### src/rtl/vga_pattern_src.sv
// -----------------------------------------------------------------------------
// vga_pattern_src
//
// Frame pattern source for the SDRAM write path. A start_i pulse while idle
// launches one frame of exactly H_ACTIVE*V_ACTIVE RGB565 pixels in raster
// order. Pixels are produced only on cycles where the arbiter asserts wr_en.
// The arbiter stores them into the frame buffer that the VGA controller
// scans out later.
//
// Handshake: wr_en is the arbiter's "ready" level. Each clock edge in RUN that
// samples wr_en=1 produces one pixel. That pixel appears on dout, with
// data_en=1, for the single following cycle. data_en is the "valid" flag and
// marks exactly one pixel per high cycle. There is no back-pressure on
// data_en, because the arbiter has already committed to taking the pixel.
// An edge that samples wr_en=0 drops data_en and holds dout and the counters.
//
// Ports
//   clk          in   write-side clock (50 MHz domain)
//   rst_n        in   asynchronous active-low reset
//   start_i      in   one-cycle pulse: generate a new frame (accepted in IDLE)
//   pattern_i    in   [1:0] pattern select, latched only when start_i is accepted
//   wr_en        in   arbiter ready to accept a pixel this cycle
//   data_en      out  dout valid, one pixel per high cycle
//   dout         out  [15:0] RGB565 pixel {R[4:0],G[5:0],B[4:0]}
//   busy_o       out  frame in progress
//   frame_done_o out  one-cycle pulse the cycle after the last pixel
//
// Patterns
//   0 colour bars, 1 checker (32x32), 2 gradient, 3 address ramp (pix_idx[15:0])
// -----------------------------------------------------------------------------
module vga_pattern_src #(
  parameter int H_ACTIVE = 1024,  // pixels per line, power of two, <= 1024
  parameter int V_ACTIVE = 768,   // lines per frame, <= 1024
  parameter int BAR_W    = 128    // colour-bar width, power of two
) (
  input  logic        clk,
  input  logic        rst_n,
  input  logic        start_i,
  input  logic [1:0]  pattern_i,
  input  logic        wr_en,
  output logic        data_en,
  output logic [15:0] dout,
  output logic        busy_o,
  output logic        frame_done_o
);

  // ---------------------------------------------------------------------------
  // Sizing
  // ---------------------------------------------------------------------------
  localparam int XW     = (H_ACTIVE > 1) ? $clog2(H_ACTIVE) : 1;
  localparam int YW     = (V_ACTIVE > 1) ? $clog2(V_ACTIVE) : 1;
  localparam int PW     = 20;
  localparam int BAR_SH = $clog2(BAR_W);

  localparam logic [XW-1:0] X_LAST = XW'(H_ACTIVE - 1);
  localparam logic [YW-1:0] Y_LAST = YW'(V_ACTIVE - 1);

  // ---------------------------------------------------------------------------
  // State
  // ---------------------------------------------------------------------------
  typedef enum logic [1:0] {
    IDLE = 2'd0,
    RUN  = 2'd1,
    DONE = 2'd2
  } state_t;

  state_t          state;
  state_t          state_nxt;

  logic [XW-1:0]   x;
  logic [XW-1:0]   x_nxt;
  logic [YW-1:0]   y;
  logic [YW-1:0]   y_nxt;
  logic [PW-1:0]   pix_idx;
  logic [PW-1:0]   pix_idx_nxt;
  logic [1:0]      pattern_q;
  logic [1:0]      pattern_nxt;

  logic            data_en_nxt;
  logic [15:0]     dout_nxt;
  logic            busy_nxt;
  logic            frame_done_nxt;

  // ---------------------------------------------------------------------------
  // Pixel function
  // ---------------------------------------------------------------------------
  // The pattern formulas address bits up to [9] of x and y. Widening both
  // counters to 10 bits lets smaller frame geometries read absent upper bits
  // as zero instead of indexing out of range.
  logic [9:0]      x10;
  logic [9:0]      y10;
  logic [2:0]      bar_idx;
  logic [15:0]     bar_colour;
  logic [15:0]     pix_val;

  assign x10     = 10'(x);
  assign y10     = 10'(y);
  // x/BAR_W mod 8: a shift, then keep the low three bits.
  assign bar_idx = 3'(x10 >> BAR_SH);

  always_comb begin
    bar_colour = 16'h0000;
    case (bar_idx)
      3'd0: bar_colour = 16'hFFFF;  // white
      3'd1: bar_colour = 16'hFFE0;  // yellow
      3'd2: bar_colour = 16'h07FF;  // cyan
      3'd3: bar_colour = 16'h07E0;  // green
      3'd4: bar_colour = 16'hF81F;  // magenta
      3'd5: bar_colour = 16'hF800;  // red
      3'd6: bar_colour = 16'h001F;  // blue
      3'd7: bar_colour = 16'h0000;  // black
      default: bar_colour = 16'h0000;
    endcase
  end

  always_comb begin
    pix_val = 16'h0000;
    case (pattern_q)
      2'd0: pix_val = bar_colour;
      2'd1: pix_val = (x10[5] ^ y10[5]) ? 16'hFFFF : 16'h0000;
      2'd2: pix_val = {x10[9:5], y10[9:4], x10[9:5] ^ y10[9:5]};
      2'd3: pix_val = pix_idx[15:0];
      default: pix_val = 16'h0000;
    endcase
  end

  // pix_idx is a full 20-bit frame index. Only the ramp pattern reads it, and
  // it reads just the low 16 bits. y10[3:0] is likewise unused by every
  // pattern.
  logic unused_bits;
  assign unused_bits = ^{pix_idx[PW-1:16], y10[3:0]};

  // ---------------------------------------------------------------------------
  // Next-state / next-output logic
  // ---------------------------------------------------------------------------
  always_comb begin
    state_nxt      = state;
    x_nxt          = x;
    y_nxt          = y;
    pix_idx_nxt    = pix_idx;
    pattern_nxt    = pattern_q;
    data_en_nxt    = 1'b0;
    dout_nxt       = dout;
    busy_nxt       = busy_o;
    frame_done_nxt = 1'b0;

    case (state)
      IDLE: begin
        if (start_i) begin
          pattern_nxt = pattern_i;
          x_nxt       = '0;
          y_nxt       = '0;
          pix_idx_nxt = '0;
          busy_nxt    = 1'b1;
          state_nxt   = RUN;
        end
      end

      RUN: begin
        // start_i is deliberately not looked at here: a frame in flight is
        // never restarted or re-patterned.
        if (wr_en) begin
          data_en_nxt = 1'b1;
          dout_nxt    = pix_val;
          pix_idx_nxt = pix_idx + 1'b1;
          if (x == X_LAST) begin
            x_nxt = '0;
            if (y == Y_LAST) begin
              y_nxt     = '0;
              state_nxt = DONE;
            end else begin
              y_nxt = y + 1'b1;
            end
          end else begin
            x_nxt = x + 1'b1;
          end
        end
      end

      DONE: begin
        frame_done_nxt = 1'b1;
        busy_nxt       = 1'b0;
        state_nxt      = IDLE;
      end

      default: begin
        busy_nxt  = 1'b0;
        state_nxt = IDLE;
      end
    endcase
  end

  // ---------------------------------------------------------------------------
  // Registers
  // ---------------------------------------------------------------------------
  always_ff @(posedge clk or negedge rst_n) begin
    if (!rst_n) begin
      state <= IDLE;
    end else begin
      state <= state_nxt;
    end
  end

  always_ff @(posedge clk or negedge rst_n) begin
    if (!rst_n) begin
      x            <= '0;
      y            <= '0;
      pix_idx      <= '0;
      pattern_q    <= 2'd0;
      data_en      <= 1'b0;
      dout         <= 16'h0000;
      busy_o       <= 1'b0;
      frame_done_o <= 1'b0;
    end else begin
      x            <= x_nxt;
      y            <= y_nxt;
      pix_idx      <= pix_idx_nxt;
      pattern_q    <= pattern_nxt;
      data_en      <= data_en_nxt;
      dout         <= dout_nxt;
      busy_o       <= busy_nxt;
      frame_done_o <= frame_done_nxt;
    end
  end

endmodule

### config.mk
export PLATFORM = sky130hd
export DESIGN_NAME = vga_pattern_src
export DESIGN_NICKNAME = d
export VERILOG_FILES = /design/src/rtl/vga_pattern_src.sv
export SDC_FILE = /design/constraint.sdc
export NUM_CORES = 1
export LEC_CHECK = 0
export BUFFER_PORTS_ARGS = -buffer_cell sky130_fd_sc_hd__buf_2
export CELL_PAD_IN_SITES_DETAIL_PLACEMENT = 0
export CELL_PAD_IN_SITES_GLOBAL_PLACEMENT = 1
export CORE_AREA = 4 4 92 94
export CTS_CLUSTER_SIZE = 10
export DETAILED_ROUTE_END_ITERATION = 12
export DIE_AREA = 0 0 96 98
export PLACE_DENSITY_LB_ADDON = 0.12
export SYNTH_ARGS = -nofsm -noshare
export SYNTH_HDL_FRONTEND = slang
export SYNTH_SLANG_ARGS = --single-unit
### constraint.sdc
create_clock -name clk -period 2.07 [get_ports clk]
set_clock_uncertainty 0.1 [all_clocks]
set_input_delay 0.414 -clock clk [delete_from_list [all_inputs] [get_ports clk]]
set_output_delay 0.414 -clock clk [all_outputs]
set_load 0.05 [all_outputs]
==> run_results.csv <==
group,metric,value,unit
setup_path,setup.worst_path.end,"pix_idx[15]",
timing,hold_viol_final,0,
timing,hold_slack,186,ps
synthesis,avgSynthCellArea,8.93,sq um
setup_path,crit_path_start,"state[0]",
timing,drv_slew,0,
detailed_routing,avgRoutedWirePerCell,16.1,um
detailed_routing,ant_nets,0,
synthesis,syn_inst,344,
synthesis,yosysMostFrequentCell,"dfrtp_1",
detailed_routing,drt_iter0_drc,147,
setup_path,cp.required,2230,ps
clock_network,root_buffer,"clkbuf_8",
setup_path,slowest_stage,"or4_4",
global_route,grt_max_degree,60,
clock_network,cts_tree,"yes",
synthesis,async_reset_ff_frac,1.00,
timing,tns,0,ps
global_route,overflow,0,
detailed_routing,viasPerCell,5.28,
clock_network,path_clk_slew,70,ps
timing,min_period_over_period,0.960,
synthesis,synth_cell_types,48,
synthesis,synth_seq_cells,59,
power_and_ir_drop,total_power,3.55,mW
floorplanning,pin_count,25,
clock_network,numCtsBuffers,9,
floorplanning,die_x,96,um
floorplanning,dieArea,9410,sq um
power_and_ir_drop,power.density,957,nW/um^2
finish,fin_util,0.485,
global_route,grt_pass1_wl,13400,um
synthesis,synth_flop_cell,"dfrtp_1",
setup_path,cp_max_fo,8,
detailed_routing,vias,2623,
floorplanning,row_count,32,
global_route,grt_use_total,0.183,
power_and_ir_drop,p_leak,1.62,nW
finish,drive_gt1_frac,0.218,
setup_path,reg2reg_from,"state[0]",
timing,maxSlewHeadroom,0.539,
clock_network,clock_sinks,59,
setup_path,rrSetupSlack,80,ps
clock_network,ctsLongestPathBuffers,2,
synthesis,synthTopCellsByCount,"dfrtp_1, nand2_1, a21oi_1",
timing,worst_slack,82.2,ps
finish,area_delta_synth_final,20.9,%
detailed_routing,wl,8000,um
floorplanning,die_h,98,um
job,cap_violations,0,
synthesis,ys_seq_area_frac,0.481,
worst_hold_path,hold_path.class,"in -> reg",
floorplanning,initial_core_util,0.402,
synthesis,yosys_warnings,0,
synthesis,yosys.area.top_type,"dfrtp_1",
setup_path,cp-end-kind,"register",
setup_path,critPathArrivalTime,2150,ps
timing,tightest_slew,672,ps
finish,nets,399,
setup_path,cpPeakStageDelay,510,ps
placed_design,place_ws,6.32,ps
setup_path,cp_cell_sequence,"mux2i_1 > or4_4 > or4_1 > a21oi_1",
global_route,antenna_found_initial,0,
clock_network,cts_max_level,3,
synthesis,netlist.area_leader.share,0.481,
clock_network,clkLatencyLatePin,330,ps
setup_path,start_kind,"register",
timing,fmax,0.503,GHz
placed_design,post-dp-hpwl,5660,um
timing,layout_min_cycle_time,1990,ps
global_route,grt_pass1_vias,2599,
placed_design,portBuffers,24,
setup_path,rr_endpoint,"pix_idx[15]",
detailed_routing,firstDrtPassIters,4,
finish,nFillCells,803,
finish,num_antenna_cells,0,
setup_path,critical_path_class,"reg -> reg",
floorplanning,core,7650,sq um
placed_design,gp_congestion,0.777,
outcome,status,"finished clean",
synthesis,synth_edf_count,0,
synthesis,syn-cell-area,3070,sq um
synthesis,synth_area_leaders,"dfrtp_1, nand2_1, a21oi_1, nor2_1, xnor2_1",
timing,grt_setup_unrepaired,"false",
setup_path,r2r.worst_path.cells,4,
detailed_routing,drc,0,
power_and_ir_drop,peakVddDrop,390,uV
timing,setup_viol,0,
synthesis,synth_nets,353,
critical path, delay by kind of cell (launching register included):
family          cells  cell delay (ps)
flops               1              390
mux                 1              270
simple gates        2             1020
compound gates      1              140
cells by family (layout without fill, tap and decap cells):
kind of cell | after synthesis | count (layout) | share of synthesized area
and+or+nand+nor | 144 | 144 | 0.228
AOI/OAI and AO/OA | 89 | 89 | 0.177
DFF | 59 | 59 | 0.481
buffers and inverters | 29 | 80 | 0.0399
xor gates and xnor gates | 13 | 13 | 0.0371
muxes | 7 | 7 | 0.0249
adders and majority gates | 3 | 3 | 0.0122
power breakdown:
| part | total [mW] | internal [mW] | switching, mW | leakage (nW) |
|---|---|---|---|---|
| Clock | 1.12 | 0.651 | 0.474 | 0.108 |
| Sequential | 1.52 | 1.34 | 0.174 | 0.728 |
| Combinational | 0.910 | 0.318 | 0.592 | 0.782 |
cell usage in the layout (no fill, tap or decap), types with 2 or more instances in the layout:
cell,synthesis,routed
dfrtp_1,59,59
nand2_1,52,52
a21oi_1,35,35
nor2_1,32,32
buf_4,1,28
buf_2,1,24
o21ai_0,19,19
nand3_1,12,12
xnor2_1,12,12
a31oi_1,12,12
clkbuf_8,0,12
inv_1,9,9
nand2b_1,7,7
and3_1,6,6
o31ai_1,5,5
or3_1,6,5
nor4_1,5,5
mux2_2,5,5
nand4_1,4,4
or4_1,4,4
a41o_1,3,3
nor3_1,3,3
a41oi_1,3,3
a21bo_2,3,3
ha_1,3,3
mux2i_1,2,2
or2_2,2,2
nor4b_1,2,2
a211oi_1,2,2
o211ai_1,2,2
clkinv_2,0,2
buf_12,0,2
flip-flops by register name, indices dropped and copies added, names as in the netlist:
| register | cells |
|---|---|
| x | 10 |
| pix_idx | 16 |
| state | 2 |
| dout | 16 |
| y | 10 |
| data_en | 1 |
| pattern_q | 2 |
| frame_done_o | 1 |
| busy_o | 1 |
how the worst min path moves through the flow:
stage	start	endpoint	slack [ps]	cells past startpoint
after floorplan	rst_n	busy_o	20	0
after detailed placement	rst_n	pix_idx[13]	350	2
final	pattern_i[1]	pattern_q[1]	190	3
after global routing	pattern_i[1]	pattern_q[1]	190	3
after global placement	rst_n	pix_idx[13]	350	2
after CTS	pattern_i[1]	pattern_q[1]	170	3
routing by layer:
layer	part of all wire	vias to the layer above	GRT usage
li1	-	1317	-
met1	0.50	1259	0.262
met2	0.47	40	0.280
met3	0.027	7	0.0300
met4	0.010	0	0.0613
met5	0	-	0
cell type report:
cell class                      instances  area, sq um  share of cell area
Clock buffer                           12          165              0.0445
Multi-Input combinational cell        256         1480               0.399
Timing Repair Buffer                   55          380               0.102
Tap cell                              102          128              0.0344
Clock inverter                          4         47.5              0.0128
Inverter                                9         33.8             0.00910
Sequential cell                        59         1480               0.398
timing repair:
action | in CTS | in global routing
setup endpoints to repair | 0 | 2
hold endpoints to repair | 59 | 0
gates resized for setup | 0 | 1
buffers inserted | 0 | 1
hold buffers | 1 | 0
through the flow:
step,cells,cell area (sq um)
5_1_grt,497,3710
2_1_floorplan,344,3070
4_1_cts,496,3700
6_report,497,3710
3_3_place_gp,479,3480
3_5_place_dp,479,3480
No activity file was read; power rests on OpenSTA's default activity.
